--- src/rtl/cpri_pkg.sv ---
// Shared constants and types for the CPRI chip framer.
// Chip layout: head words, info words, then IQ words up to CHIP_WORDS-1.
package cpri_pkg;

    localparam int CHIP_WORDS = 91;
    localparam int HEAD_WORDS = 3;
    localparam int INFO_FIRST = 3;
    localparam int IQ_FIRST   = 7;
    localparam int ADDR_WIDTH = 7;
    localparam int DATA_WIDTH = 64;
    localparam int CNT_WIDTH  = 16;

    typedef enum logic [1:0] {
        IDLE,
        FILL,
        DROP,
        OVER
    } framer_state_t;

    typedef struct packed {
        logic                  wen;
        logic [ADDR_WIDTH-1:0] waddr;
        logic [DATA_WIDTH-1:0] wdata;
        logic                  wlast;
    } cpri_wr_t;

endpackage

--- src/rtl/sat_counter.sv ---
// Saturating event counter with synchronous clear.
// Holds at all-ones instead of wrapping.
module sat_counter #(
    parameter int WIDTH = 16
) (
    input  logic             i_clk,
    input  logic             i_clr,
    input  logic             i_inc,
    output logic [WIDTH-1:0] o_cnt
);

    logic [WIDTH-1:0] r_cnt;

    always_ff @(posedge i_clk) begin
        if (i_clr) begin
            r_cnt <= '0;
        end else if (i_inc && !(&r_cnt)) begin
            r_cnt <= r_cnt + 1'b1;
        end
    end

    assign o_cnt = r_cnt;

endmodule

--- src/rtl/cpri_chip_framer.sv ---
// Per-chip word framer feeding the CPRI RX loop buffer write port.
// Define CPRI_FRAMER_STATS_EN to build the chip/drop statistics counters.
module cpri_chip_framer
    import cpri_pkg::*;
#(
    parameter int CHIP_WORDS = cpri_pkg::CHIP_WORDS,
    parameter int ADDR_WIDTH = cpri_pkg::ADDR_WIDTH,
    parameter int DATA_WIDTH = cpri_pkg::DATA_WIDTH,
    parameter int CNT_WIDTH  = cpri_pkg::CNT_WIDTH
) (
    input  logic                  i_clk,
    input  logic                  i_reset_n,
    input  logic                  i_enable,
    input  logic                  i_rx_valid,
    input  logic                  i_rx_sop,
    input  logic [DATA_WIDTH-1:0] i_rx_data,
    input  logic                  i_buf_ready,
    output logic                  o_cpri_wen,
    output logic [ADDR_WIDTH-1:0] o_cpri_waddr,
    output logic [DATA_WIDTH-1:0] o_cpri_wdata,
    output logic                  o_cpri_wlast,
    output logic                  o_short_err,
    output logic                  o_long_err,
    output logic [CNT_WIDTH-1:0]  o_chip_cnt,
    output logic [CNT_WIDTH-1:0]  o_drop_cnt
);

    localparam logic [ADDR_WIDTH-1:0] LAST_ADDR = ADDR_WIDTH'(CHIP_WORDS - 1);

    framer_state_t         r_state, w_nxt_state;
    logic [ADDR_WIDTH-1:0] r_cnt, w_nxt_cnt;
    logic                  r_long_seen, w_nxt_long_seen;
    cpri_wr_t              r_wr, w_nxt_wr;
    logic                  r_short, w_nxt_short;
    logic                  r_long, w_nxt_long;

    logic w_sop;
    logic w_word;
    logic w_go;
    logic w_last;

    assign w_sop  = i_rx_valid & i_rx_sop;
    assign w_word = i_rx_valid & ~i_rx_sop;
    assign w_go   = i_enable & i_buf_ready;
    assign w_last = (r_cnt == LAST_ADDR);

    always_comb begin
        w_nxt_state     = r_state;
        w_nxt_cnt       = r_cnt;
        w_nxt_long_seen = r_long_seen;
        w_nxt_wr        = '0;
        w_nxt_short     = 1'b0;
        w_nxt_long      = 1'b0;
        // Any sop restarts framing, whatever state we are in.
        if (w_sop) begin
            w_nxt_short = (r_state == FILL);
            if (w_go) begin
                w_nxt_wr.wen   = 1'b1;
                w_nxt_wr.wdata = i_rx_data;
                w_nxt_state    = FILL;
                w_nxt_cnt      = ADDR_WIDTH'(1);
            end else begin
                w_nxt_state = DROP;
                w_nxt_cnt   = '0;
            end
        end else if (w_word) begin
            unique case (r_state)
                FILL: begin
                    w_nxt_wr.wen   = 1'b1;
                    w_nxt_wr.waddr = r_cnt;
                    w_nxt_wr.wdata = i_rx_data;
                    w_nxt_wr.wlast = w_last;
                    w_nxt_cnt      = r_cnt + 1'b1;
                    if (w_last) begin
                        w_nxt_state     = OVER;
                        w_nxt_long_seen = 1'b0;
                    end
                end
                OVER: begin
                    if (!r_long_seen) begin
                        w_nxt_long      = 1'b1;
                        w_nxt_long_seen = 1'b1;
                    end
                end
                default: ;
            endcase
        end
    end

    always_ff @(posedge i_clk) begin
        if (!i_reset_n) begin
            r_state     <= IDLE;
            r_cnt       <= '0;
            r_long_seen <= 1'b0;
            r_wr        <= '0;
            r_short     <= 1'b0;
            r_long      <= 1'b0;
        end else begin
            r_state     <= w_nxt_state;
            r_cnt       <= w_nxt_cnt;
            r_long_seen <= w_nxt_long_seen;
            r_wr        <= w_nxt_wr;
            r_short     <= w_nxt_short;
            r_long      <= w_nxt_long;
        end
    end

    assign o_cpri_wen   = r_wr.wen;
    assign o_cpri_waddr = r_wr.waddr;
    assign o_cpri_wdata = r_wr.wdata;
    assign o_cpri_wlast = r_wr.wlast;
    assign o_short_err  = r_short;
    assign o_long_err   = r_long;

`ifdef CPRI_FRAMER_STATS_EN
    logic w_chip_inc;
    logic w_drop_inc;

    assign w_chip_inc = w_word & (r_state == FILL) & w_last;
    assign w_drop_inc = w_sop & ~w_go;

    sat_counter #(.WIDTH(CNT_WIDTH)) u_chip_cnt (
        .i_clk (i_clk),
        .i_clr (~i_reset_n),
        .i_inc (w_chip_inc),
        .o_cnt (o_chip_cnt)
    );

    sat_counter #(.WIDTH(CNT_WIDTH)) u_drop_cnt (
        .i_clk (i_clk),
        .i_clr (~i_reset_n),
        .i_inc (w_drop_inc),
        .o_cnt (o_drop_cnt)
    );
`else
    assign o_chip_cnt = '0;
    assign o_drop_cnt = '0;
`endif

endmodule

--- config.mk ---
export PLATFORM = sky130hd
export DESIGN_NAME = cpri_chip_framer
export DESIGN_NICKNAME = d
export VERILOG_FILES = /design/src/rtl/cpri_pkg.sv /design/src/rtl/sat_counter.sv /design/src/rtl/cpri_chip_framer.sv
export SDC_FILE = /design/constraint.sdc
export NUM_CORES = 1
export LEC_CHECK = 0
export CORE_ASPECT_RATIO = 1.25
export CORE_MARGIN = 10
export CORE_UTILIZATION = 35
export CTS_CLUSTER_SIZE = 28
export DETAILED_ROUTE_END_ITERATION = 8
export PLACE_DENSITY_LB_ADDON = 0.25
export SLEW_MARGIN = 20
export SYNTH_ARGS = -nofsm -noshare
export SYNTH_HDL_FRONTEND = slang
export SYNTH_SLANG_ARGS = --single-unit
--- constraint.sdc ---
create_clock -name i_clk -period 2.8 [get_ports i_clk]
set_clock_uncertainty 0.05 [all_clocks]
set_input_delay 0.56 -clock i_clk [delete_from_list [all_inputs] [get_ports i_clk]]
set_output_delay 0.56 -clock i_clk [all_outputs]
set_load 0.1 [all_outputs]
Word-level counts from Yosys, hierarchy flattened
Cells that the tools add are included.
{"block": "classes", "add_sub_neg": 1, "eq_ne": 4, "mux": 18, "n_bitwise": 9, "n_reduce_logical": 10}
{"operator": "two-way mux 73 bit", "count": 2}
{"operator": "two-way mux 64 bit", "count": 2}
{"operator": "two-way mux 7 bit", "count": 3}
{"operator": "two-way mux 2 bit", "count": 5}
{"operator": "nonzero test 2 bit", "count": 4}
{"operator": "OR reduction 4 bit", "count": 2}
{"operator": "adder 7 x 1 -> 7 bit (second input constant)", "count": 1}
{"operator": "== test 7 bit (second input constant)", "count": 1}
{"operator": "NOT 1 bit", "count": 6}
{"operator": "two-way mux 1 bit", "count": 5}
{"operator": "AND reduction 2 bit", "count": 2}
{"operator": "AND reduction 4 bit", "count": 1}
{"operator": "bitwise AND 1 bit", "count": 3}
{"operator": "AND reduction 3 bit", "count": 1}
{"operator": "== test 2 x 1 -> 1 bit (second input constant)", "count": 1}
{"operator": "== test 2 bit (second input constant)", "count": 1}
{"operator": "!= test 2 bit (second input constant)", "count": 1}
{"operator": "case mux 1 bit (2 select lines)", "count": 1}
{"block": "word_totals", "register_bits": 85, "inputBits": 70, "out_inout_bits": 107, "word_cells": 51}

Logic depth before layout (Yosys ltp)
Gate-level depths: netlist (run 1).
{"block": "depth", "depth_word": 5, "mapped_depth": 6, "depth_no_buf": 6}

Worst setup path before layout (run 1)
OpenSTA, ideal clock, no wires.
{"block": "synth_path", "path_kind": "reg2out", "from": "reg r_wr, in the netlist o_cpri_waddr[0]", "to": "out o_cpri_waddr[0]", "arrival_time_ns": 0.909, "path_slack_ns": 1.281, "path_stages_with_launch": 1, "n_path_buf": 0, "cell_sequence": "dfxtp_1"}
{"item": "start, declared", "line": "cpri_chip_framer.sv:33", "text": "cpri_wr_t r_wr, w_nxt_wr;"}
{"item": "start signal, assigned", "line": "cpri_chip_framer.sv:102", "text": "r_wr <= w_nxt_wr;"}
{"item": "end, declared", "line": "cpri_chip_framer.sv:19", "text": "output logic [ADDR_WIDTH-1:0] o_cpri_waddr,"}
No word-level cell between the ends.

Final worst setup path (run 1)
{"block": "layout_path", "from": "in i_rx_sop", "to": "reg r_wr, in the netlist o_cpri_wdata[3]"}
{"block": "layout_via", "elab_chain_cells": 4, "word_cells_on_any_way": 5, "classes_between": "mux: 2; bitwise: 3"}
{"item": "start, declared", "line": "cpri_chip_framer.sv:15", "text": "input logic i_rx_sop,"}
{"item": "NOT 1 bit", "line": "cpri_chip_framer.sv:43", "text": "assign w_word = i_rx_valid & ~i_rx_sop;"}
{"item": "bitwise AND 1 bit", "line": "cpri_chip_framer.sv:43"}
{"item": "two-way mux 73 bit", "line": "cpri_chip_framer.sv:66", "text": "end else if (w_word) begin"}
{"item": "two-way mux 64 bit *", "line": "cpri_chip_framer.sv:55", "text": "if (w_sop) begin"}
Every way passes the cells marked *; elsewhere a longest branch is shown, timed or not.
A chain may end at the register's enable or synchronous reset.

==> results of run 1 <==
[cell type report]
class / instances / area, um^2
repair buffers: 148 / 1309
clock inverters: 4 / 48.80
fillers: 727 / 3616
well taps: 95 / 118.9
clock buffers: 11 / 141.4
flip-flops and latches: 85 / 1702
multi-input cells: 162 / 935.9
inverters: 3 / 11.26
[synthesized netlist by cell type, types with 2 or more instances]
master / count
inv_1: 3
dfxtp_1: 85
o21a_1: 2
o21ai_0: 6
buf_2: 2
nor2_1: 8
nand2_1: 4
and2_1: 69
ha_1: 2
a21oi_1: 3
nand3_1: 11
a21boi_0: 4
and3_1: 2
buf_6: 6
buf_4: 32
[routing by layer]
metal  GRT usage  wire length (um)  vias to the layer above
met5           0                 0                        -
met4     0.06106               127                        0
met3     0.06382               880                        8
met2      0.1880              3580                      118
met1      0.1402              3196                      917
li1            -                 -                     1063
[logic make-up after synthesis]
kind of cell / Yosys count / share of synthesized area
simple gates: 106 / 0.2229
flops: 85 / 0.5954
buf+inv: 45 / 0.1182
compound gates: 21 / 0.05035
fa+ha+maj: 2 / 0.008755
xor+xnor: 1 / 0.003065
other cells: 1 / 0.001312
[flip-flops by register name (all words and copies together) (netlist names), 2 cells and up]
signal / cells
o_cpri_wdata: 64
o_cpri_waddr: 7
r_cnt: 7
r_state: 2
[worst max-delay path: stages]
cell             delay [ns]
clkdlybuf4s50_1        0.58
buf_4                  0.18
o21ai_1                0.06
and3_2                 0.31
buf_12                 0.19
and2_1                 0.16
[power breakdown]
part,internal (mW),switching (mW)
clock,0.431,0.405
sequential,1.22,0.00558
combinational,0.114,0.310
[worst paths after layout]
path | from | to | slack [ns] | cells past startpoint
max | i_rx_sop | o_cpri_wdata[3] | 0.93 | 6
min | r_long_seen | o_long_err | 0.39 | 1
max reg2reg | r_cnt[0] | r_long_seen | 1.29 | 6
min reg2reg | r_long_seen | o_long_err | 0.39 | 1
==> flow_summary.ini, run 1 <==
[status]
status = finished clean

[layout]
final_cell_mix = 85 x dfxtp_1, 77 x buf_4, 69 x and2_1, 69 x clkdlybuf4s50_1, 32 x conb_1
area_growth_pct = 49.30
final_area_um2 = 4267
final_util = 0.5413
layout_commonest_cell = dfxtp_1
stdcell_count = 508
drive_gt1_frac = 0.2446
layout.nets = 481
diodes = 0

[yosys]
avgSynthCellArea_um2 = 10.95
ys_async_sr_fraction = 0
yosysWarnings = 0
ys_types = 37
synth-edff-count = 0
ys_seq_area_frac = 0.5954
ys_ff_latch = 85
synth_flop_cell = dfxtp_1
yosysTopAreaCellShare = 0.5954
netlist.top_cell.by_area = dfxtp_1
synthCells = 261
synth_area_um2 = 2858
synth.area.top_cells = dfxtp_1 60%, and2_1 15%, buf_4 8.4%, buf_6 2.4%, nand3_1 1.9%

[grt]
grt_pass1_wl_mm = 11.67
grt_max_degree = 32
grt_use_total = 0.1242
antenna_found_initial = 0
grt_pass1_vias = 2147
grt_overflow = 0

[worst_setup_path]
crit_required_ns = 2.99
critPathKind = in -> reg
end_kind = register
critPathLaunchType = primary input
critical_path_arrival_ns = 2.06
cp_max_fo = 24

[clocking]
cts_tree = yes
cts_root_buf = clkbuf_8
cts.path.max_buffers = 2
clock_latency_ns = 0.34
postCtsHoldBufs = 0
post_cts_buffers = 0
cts_max_level = 3
clkTransAtPathRegs_ns = 0.08
cts.sinks = 85
numCtsBuffers = 9
cts_resized = 0

[worst_hold_path]
hold_path.class = reg -> reg

[timing]
fin_setup_tns_ns = 0
rsz0062_at_grt = no
slew_violations = 0
setup_viol = 0
fmax_mhz = 535.0
min_period_ns = 1.869
final-hold-violation-count = 0
timing.final.crit_share = 0.6676
holdWs_ns = 0.3894
fin_ws_ns = 0.9309

[routing]
avgRoutedWirePerCell_um = 15.32
num_vias = 2106
drt_wl_total_mm = 7.785
viasPerCell = 4.146
drc = 0
ant_nets = 0
drt_iter0_drc = 28
drt_pass1_iterations = 4

[run]
cap_viol_max_count = 0

[power_and_ir_drop]
p_leak_nw = 1.931
p_per_area_nw_per_um2 = 582.7
power_mw = 2.486
peakVddDrop_mv = 0.3287

[place]
pre_cts_slack_ns = 0.5664
dp.cells = 493
placed_area_um2 = 4076
gp_congestion = 0.7913
portBuffers = 144
hpwlAfterDp_mm = 6.234

[floorplan]
ioPinCount = 177
start_util = 0.3625
rows = 36
die_area_um2 = 12200
die_h_um = 121.0
core_um2 = 7883
die_width_um = 100.8
Note: power is estimated with default switching activity, not from simulation.
==> inputs of run 2 (changes only) <==
==> constraint.sdc (replaced) <==
create_clock -name i_clk -period 1.9 [get_ports i_clk]
set_clock_uncertainty 0.05 [all_clocks]
set_input_delay 0.38 -clock i_clk [delete_from_list [all_inputs] [get_ports i_clk]]
set_output_delay 0.38 -clock i_clk [all_outputs]
set_load 0.1 [all_outputs]
==> run 2 against run 1 <==
Compared with the run above: clock-buffer cell count stayed put; flip-flop and latch count unchanged; worst setup slack got worse by 0.58 ns; critical endpoint is now r_long_seen; clock power increased by 59%; highest routed layer unchanged; worst hold slack improved by 0.016 ns.
==> flow_summary.ini, run 2 (synthesis results as in run 1) <==
[status]
status = finished clean

[floorplan]
rows = 36
core_um2 = 7883
die_h_um = 121.0
die_width_um = 100.8
die_area_um2 = 12200
start_util = 0.3625
ioPinCount = 177

[clocking]
cts_root_buf = clkbuf_8
cts_tree = yes
post_cts_buffers = 0
cts.path.max_buffers = 2
cts_max_level = 3
clock_latency_ns = 0.34
cts.sinks = 85
postCtsHoldBufs = 0
clkTransAtPathRegs_ns = 0.08
cts_resized = 0
numCtsBuffers = 9

[layout]
drive_gt1_frac = 0.2427
stdcell_count = 507
final_area_um2 = 4486
diodes = 0
area_growth_pct = 56.96
fill_cells = 694
largest_reg_flops = 64
final_util = 0.5690
layout_commonest_cell = dfxtp_1
final_cell_mix = 85 x dfxtp_1, 69 x and2_1, 69 x clkdlybuf4s50_1
layout.nets = 482

[worst_setup_path]
crit_path_top_delay_cell = or4_4
cp_max_fo = 5
end_kind = register
critical_path_arrival_ns = 1.73
crit_chain = inv_1 -> ha_1 -> nand2_1 -> or4_4 -> o31ai_2 -> a21boi_1
critPathLaunchType = register
crit_family = simple AND/OR/NAND/NOR gates
cp.buffers_inverters = 1
crit_required_ns = 2.08
cpPeakStageDelay_ns = 0.45
critPathKind = reg -> reg

[grt]
antenna_found_initial = 0
grt_overflow = 0
grt_pass1_vias = 2183
grt_pass1_wl_mm = 11.79
grt_use_total = 0.1248
grt_max_degree = 45

[power_and_ir_drop]
power_mw = 3.772
p_per_area_nw_per_um2 = 841.0
p_leak_nw = 1.981
peakVddDrop_mv = 0.5700

[place]
gp_congestion = 0.7865
placed_area_um2 = 4284
hpwlAfterDp_mm = 6.415
dp.cells = 494
portBuffers = 144

[worst_hold_path]
hold_path.class = reg -> reg

[timing]
final-hold-violation-count = 0
timing.final.crit_share = 0.8135
fmax_mhz = 647.0
rsz0062_at_grt = no
slew_violations = 0
min_period_ns = 1.546
fin_setup_tns_ns = 0
setup_viol = 0

[run]
cap_viol_max_count = 0

[routing]
viasPerCell = 4.168
ant_nets = 0
drt_pass1_iterations = 4
drc = 0
num_vias = 2113
drt_iter0_drc = 62
avgRoutedWirePerCell_um = 15.85
drt_wl_total_mm = 8.037
## run 2: cell count changes in the layout (fill, tap and decap cells not counted)
cell,before,now
clkinv_4,1,0
buf_4,77,62
bufinv_16,1,2
buf_12,2,18
clkinv_2,2,0
## run 2: path summary, 6_finish.rpt
kind                                  start     endpoint  slack [ns]  depth (start not counted)
worst max-delay path               r_cnt[0]  r_long_seen        0.35                          6
worst min-delay path            r_long_seen   o_long_err        0.41                          1
worst max register to register     r_cnt[0]  r_long_seen        0.35                          6
worst min register to register  r_long_seen   o_long_err        0.41                          1
## run 2: metrics by stage
stage | hold slack, ns | setup slack (ns)
floorplan | 0.3669 | 0.4907
global placement | 0.3835 | 0.07745
detailed placement | 0.3896 | 0.02984
CTS | 0.4074 | 0.3518
global route | 0.4331 | 0.2223
finish | 0.4056 | 0.3544
## run 2: power by group
group / switching, mW / internal [mW] / leakage (nW)
Combinational: 0.459 / 0.173 / 1.19
Sequential: 0.00947 / 1.80 / 0.686
Clock: 0.576 / 0.756 / 0.101
## run 2: routing by layer
layer  wire, um  GRT usage  part of all wire
met4        142    0.06106             0.018
met2       3742     0.1988              0.47
met3        850    0.05926              0.11
met5          0          0                 0
met1       3301     0.1355              0.41
## run 2: final cells by class
cell class	instances	area (um^2)	share of cell area
clock buffer	11	141.4	0.03152
clock inverter	2	60.06	0.01339
inverter	3	11.26	0.002510
multi-input combinational	162	935.9	0.2086
sequential	85	1702	0.3794
tap	95	118.9	0.02650
timing repair buffer	149	1516	0.3381
